[config.mk]
export PLATFORM = sky130hd
export DESIGN_NAME = mem_ctrl
export DESIGN_NICKNAME = d
export VERILOG_FILES = /design/src/rtl/mem_ctrl.sv
export SDC_FILE = /design/constraint.sdc
export NUM_CORES = 1
export LEC_CHECK = 0
export BUFFER_PORTS_ARGS = -buffer_cell sky130_fd_sc_hd__buf_4
export CAP_MARGIN = 10
export CORE_ASPECT_RATIO = 2
export CORE_MARGIN = 2
export CORE_UTILIZATION = 49
export CTS_CLUSTER_DIAMETER = 120
export DETAILED_ROUTE_END_ITERATION = 10
export PLACE_DENSITY = 0.8
export SYNTH_ARGS = -nofsm -noshare
export SYNTH_HDL_FRONTEND = slang
export SYNTH_SLANG_ARGS = --single-unit
[constraint.sdc]
create_clock -name clk -period 2.4 [get_ports clk]
set_input_delay 0.48 -clock clk [delete_from_list [all_inputs] [get_ports clk]]
set_output_delay 0.48 -clock clk [all_outputs]
set_load 0.005 [all_outputs]
[src/rtl/mem_ctrl.sv]
// Byte-serial RAM controller: one 8-bit RAM port shared between instruction
// fetch (word reads) and the memory-access stage (byte/half/word loads and stores).
module mem_ctrl #(
   parameter int ADDR_W    = 32,
   parameter int DATA_PRIO = 1
) (
   input  logic              clk,
   input  logic              rst_n,
   input  logic              rdy,
   input  logic              if_req_i,
   input  logic [ADDR_W-1:0] if_addr_i,
   output logic [31:0]       if_data_o,
   output logic              if_done_o,
   input  logic              mem_req_i,
   input  logic              mem_we_i,
   input  logic [1:0]        mem_size_i,
   input  logic [ADDR_W-1:0] mem_addr_i,
   input  logic [31:0]       mem_wdata_i,
   output logic [31:0]       mem_rdata_o,
   output logic              mem_done_o,
   output logic              busy_o,
   output logic [ADDR_W-1:0] ram_addr_o,
   output logic              ram_wr_o,
   output logic [7:0]        ram_data_o,
   input  logic [7:0]        ram_data_i
);
   typedef enum logic [1:0] {IDLE, READ, WRITE, DONE} state_t;

   state_t      state;
   logic [2:0]  cnt;
   logic [2:0]  num;
   logic        owner_data;
   logic [31:0] wdata;
   logic [31:0] rbuf;
   logic        stalled;
   logic [7:0]  hold_byte;
   logic        take_data;
   logic        take_fetch;
   logic [7:0]  rd_byte;
   logic [7:0]  next_byte;
   logic [31:0] merged;

   function automatic logic [2:0] size_bytes(input logic [1:0] size);
      case (size)
         2'b00:   return 3'd1;
         2'b01:   return 3'd2;
         default: return 3'd4;
      endcase
   endfunction

   // After a stall the RAM already shows the byte for the held address, so the
   // byte that was on the bus at the first frozen edge is replayed instead.
   always_comb begin
      take_data  = mem_req_i && ((DATA_PRIO != 0) || !if_req_i);
      take_fetch = if_req_i && !take_data;
      rd_byte    = stalled ? hold_byte : ram_data_i;
      merged     = rbuf;
      case (cnt)
         3'd1:    merged[7:0]   = rd_byte;
         3'd2:    merged[15:8]  = rd_byte;
         3'd3:    merged[23:16] = rd_byte;
         3'd4:    merged[31:24] = rd_byte;
         default: ;
      endcase
      case (cnt)
         3'd0:    next_byte = wdata[15:8];
         3'd1:    next_byte = wdata[23:16];
         default: next_byte = wdata[31:24];
      endcase
   end

   always_ff @(posedge clk or negedge rst_n) begin
      if (!rst_n) begin
         state       <= IDLE;
         cnt         <= 3'd0;
         num         <= 3'd0;
         owner_data  <= 1'b0;
         wdata       <= 32'd0;
         rbuf        <= 32'd0;
         stalled     <= 1'b0;
         hold_byte   <= 8'd0;
         if_data_o   <= 32'd0;
         if_done_o   <= 1'b0;
         mem_rdata_o <= 32'd0;
         mem_done_o  <= 1'b0;
         busy_o      <= 1'b0;
         ram_addr_o  <= '0;
         ram_wr_o    <= 1'b0;
         ram_data_o  <= 8'd0;
      end else begin
         stalled <= !rdy;
         if (!rdy && !stalled)
            hold_byte <= ram_data_i;
         if (rdy) begin
            case (state)
               IDLE: begin
                  if (take_data || take_fetch) begin
                     owner_data <= take_data;
                     num        <= take_data ? size_bytes(mem_size_i) : 3'd4;
                     ram_addr_o <= take_data ? mem_addr_i : if_addr_i;
                     wdata      <= mem_wdata_i;
                     rbuf       <= 32'd0;
                     cnt        <= 3'd0;
                     busy_o     <= 1'b1;
                     if (take_data && mem_we_i) begin
                        ram_wr_o   <= 1'b1;
                        ram_data_o <= mem_wdata_i[7:0];
                        state      <= WRITE;
                     end else begin
                        state <= READ;
                     end
                  end
               end
               READ: begin
                  rbuf <= merged;
                  if (cnt < num - 3'd1)
                     ram_addr_o <= ram_addr_o + ADDR_W'(1);
                  cnt <= cnt + 3'd1;
                  if (cnt == num) begin
                     if (owner_data) begin
                        mem_rdata_o <= merged;
                        mem_done_o  <= 1'b1;
                     end else begin
                        if_data_o <= merged;
                        if_done_o <= 1'b1;
                     end
                     state <= DONE;
                  end
               end
               WRITE: begin
                  if (cnt < num - 3'd1) begin
                     ram_addr_o <= ram_addr_o + ADDR_W'(1);
                     ram_data_o <= next_byte;
                     cnt        <= cnt + 3'd1;
                  end else begin
                     ram_wr_o   <= 1'b0;
                     mem_done_o <= 1'b1;
                     state      <= DONE;
                  end
               end
               default: begin
                  if_done_o  <= 1'b0;
                  mem_done_o <= 1'b0;
                  busy_o     <= 1'b0;
                  state      <= IDLE;
               end
            endcase
         end
      end
   end
endmodule
==> results by group <==
Clocking
  • H-tree depth: 4
  • TritonCTS Sinks: 182
  • Reg clk slew, reported paths: 0.07 ns
  • CTS tree: done
  • Clk buf depth: 2
  • Number of CTS-inserted buffers: 17
  • CTS Root Cell: clkbuf_16
  • Cts hold-fix bufs: 0
  • Clock Latency Late Sink: 0.43 ns

Place
  • GP Congestion: 0.962
  • Placed Area: 11,200 µm²
  • I/O Buffers: 219
  • Hpwl dp: 19,700 µm
  • Placed cells: 1,388
  • Place WS: -0.0863 ns

Worst setup path
  • CP delay by family, top: compound AO/OA/AOI/OAI gates
  • FF-to-FF End: ram_addr_o[21]
  • Critical path arrival: 2.64 ns
  • CP max stage cell: dfrtp_1
  • Critical path peak fanout: 5
  • Worst-path cell chain: inv_2, ha_4, xnor2_2, ha_1, a21oi_2, o21a_2, nand2_1, buf_4, o311ai_0, nand3_1
  • Critical Path RT: 2.70 ns
  • R2R depth: 10
  • Crit path largest cell delay: 0.36 ns
  • CP Buf/Inv Count: 2
  • R2r setup slk: 0.06 ns
  • Setup CP Type: flop to flop
  • Critical Path End Type: flop
  • Startpoint Class: flop
  • Reg2reg start: num[1]

Timing
  • Final Hold Viols: 0
  • Min cycle time layout: 2.34 ns
  • Post-route setup TNS: 0 ns
  • Fin. max-slew vios: 0
  • Unrepaired setup endpoints after global routing: yes
  • Worst clock skew: 0.0106 ns
  • Fin Hold WS: 0.0228 ns
  • Rel. slew slack: 58.3%
  • Slew at the pin with the worst max-slew slack: 0.624 ns
  • Tcrit/Tclk final: 97.5%
  • Final setup fails: 0
  • Peak Freq: 427 MHz
  • Setup WS post-layout: 0.0607 ns

Floorplanning
  • Die height: 195 µm
  • IO Pins: 220
  • Core area: 17,800 µm²
  • Initial core utilization: 50.0%
  • Cell Rows: 69
  • Die Span X: 99.3 µm
  • Die area: 19,300 µm²

Finish
  • Post-layout util: 66.7%
  • Fin area: 11,900 µm²
  • Post-Layout Cell Count: 1,422
  • Share of cells above drive strength 1: 31.2%
  • ANT cells: 0
  • P&R area growth vs syn: 33.5%
  • Total Nets Final: 1,322

Yosys
  • Ys async rst share: 100%
  • Mapped Cells: 941
  • Dominant synthesized flop cell: dfrtp_1
  • Post-Syn Area: 8890 µm²
  • Post-Syn Area per Cell: 9.45 µm²
  • Yosys reg bits: 182
  • Post-synth EDFFs: 0
  • Post-synthesis cell type count: 59
  • Number of synthesis warnings: 0
  • Post-Syn Nets: 1,067
  • Post-synthesis sequential area ratio: 51.2%

Flow run
  • MaxCap Viol Count: 0

GRT
  • Maximum number of pins on one net before global-route repair: 65
  • Total Routing Usage GR: 27.6%
  • Grt ovf: 0
  • First-pass GRT wire length: 42,300 µm
  • Initial antenna violation count: 0
  • Number of global-route vias before repair: 8,343

Power
  • P_leak: 5.56 nW
  • Power Dens Cells: 1230 nW/µm²
  • Peak VDD IR: 714 µV
  • Overall Power: 14.6 mW

Min path
  • Hold WC Path Type: input port to async pin

Status
  • Outcome: finished, final reports clean

Detailed routing
  • DRT iter0 DRCs: 404
  • Final WL: 26,100 µm
  • Via count: 8,236
  • DR pass1 iterations: 6
  • DRC: 0
  • DRT antenna net count: 0
  • Vias per cell: 5.79
  • Avg WL per Cell: 18.4 µm
Yosys cell counts, types with 14 or more instances:
cell type  count  share of area [%]
a21oi_1       53                3.0
clkbuf_1      44                1.9
mux2i_1       30                3.4
dfrtp_1      182                 51
nor2_1        65                2.7
o21ai_0       92                5.2
nand4_1       14               0.98
o2bb2ai_1     32                3.2
ha_1          14                2.0
mux2_2        22                2.8
nand2_1      189                8.0
nand3_1       25                1.4
inv_1         16               0.68
routing by layer:
metal | share of wire, % | wire length (µm) | global-route usage, %
met5 | 0 | 0 | 0
met4 | 5.0 | 1320 | 14.6
met3 | 4.5 | 1170 | 3.74
met2 | 56 | 14700 | 51.7
met1 | 34 | 8980 | 29.1
cells by family (layout without fill, tap and decap cells):
logic type,count (synthesis),after routing,share of synthesized area (%)
and+or+nand+nor,348,348,17.5
muxes,52,52,6.16
DFF,182,182,51.2
buffers and inverters,75,343,3.47
AOI/OAI and AO/OA,259,259,18.6
xor gates and xnor gates,11,11,1.08
adders and majority gates,14,14,1.97
worst max path at each step:
stage | start | to | slack (ns) | cells after the start
after global placement | num[1] | ram_addr_o[30] | -0.003 | 10
after global routing | num[1] | ram_addr_o[22] | -0.09 | 10
after floorplan | num[1] | ram_addr_o[30] | 0.08 | 10
final | num[1] | ram_addr_o[21] | 0.06 | 10
after CTS | num[1] | ram_addr_o[20] | 0.008 | 10
after detailed placement | num[1] | ram_addr_o[30] | -0.09 | 10
flip-flops by register name, indices dropped and copies added, names as in the netlist, 2 cells and up:
| register | count |
|---|---|
| wdata | 24 |
| num | 3 |
| state | 2 |
| cnt | 3 |
| hold_byte | 8 |
| ram_data_o | 8 |
| rbuf | 32 |
| mem_rdata_o | 32 |
| ram_addr_o | 32 |
| if_data_o | 32 |
power by group:
group | internal [mW] | leakage (nW) | switching [mW]
combinational | 3.20 | 2.94 | 3.61
sequential | 4.24 | 2.35 | 0.894
clock | 1.38 | 0.272 | 1.29
total | 8.83 | 5.56 | 5.80
placed cells by master, fill, tap and decap left out, types with 5 or more instances in the layout:
cell / n
buf_4: 285
o21ai_0: 92
nor4_1: 7
xnor2_1: 6
o31ai_1: 11
a31oi_1: 6
mux2_2: 22
and3_1: 5
nand4_1: 14
nand3_1: 23
a211oi_1: 13
nand2_1: 188
nor2_1: 65
inv_1: 15
nor3_1: 6
a311oi_1: 5
a21oi_1: 52
ha_1: 13
o211ai_1: 9
dfrtp_1: 182
nor2b_1: 11
o2bb2ai_1: 32
clkinv_4: 5
buf_12: 6
a22oi_1: 8
mux2i_1: 30
clkbuf_16: 17
a221oi_1: 6
timing repair:
action	4_1_cts	5_1_grt
buffers inserted	0	2
resized for setup	5	16
endpoints found under the setup margin	9	33
pin swaps	2	7
cell type report:
| type | count | area [µm²] |
|---|---|---|
| clock inverter | 14 | 123 |
| multi-input combinational | 684 | 4130 |
| sequential | 182 | 4550 |
| fill | 1409 | 5920 |
| timing repair buffer | 294 | 2290 |
| inverter | 17 | 63.8 |
| clock buffer | 18 | 439 |
| tap | 213 | 267 |
(Power assumes the default switching activity.)
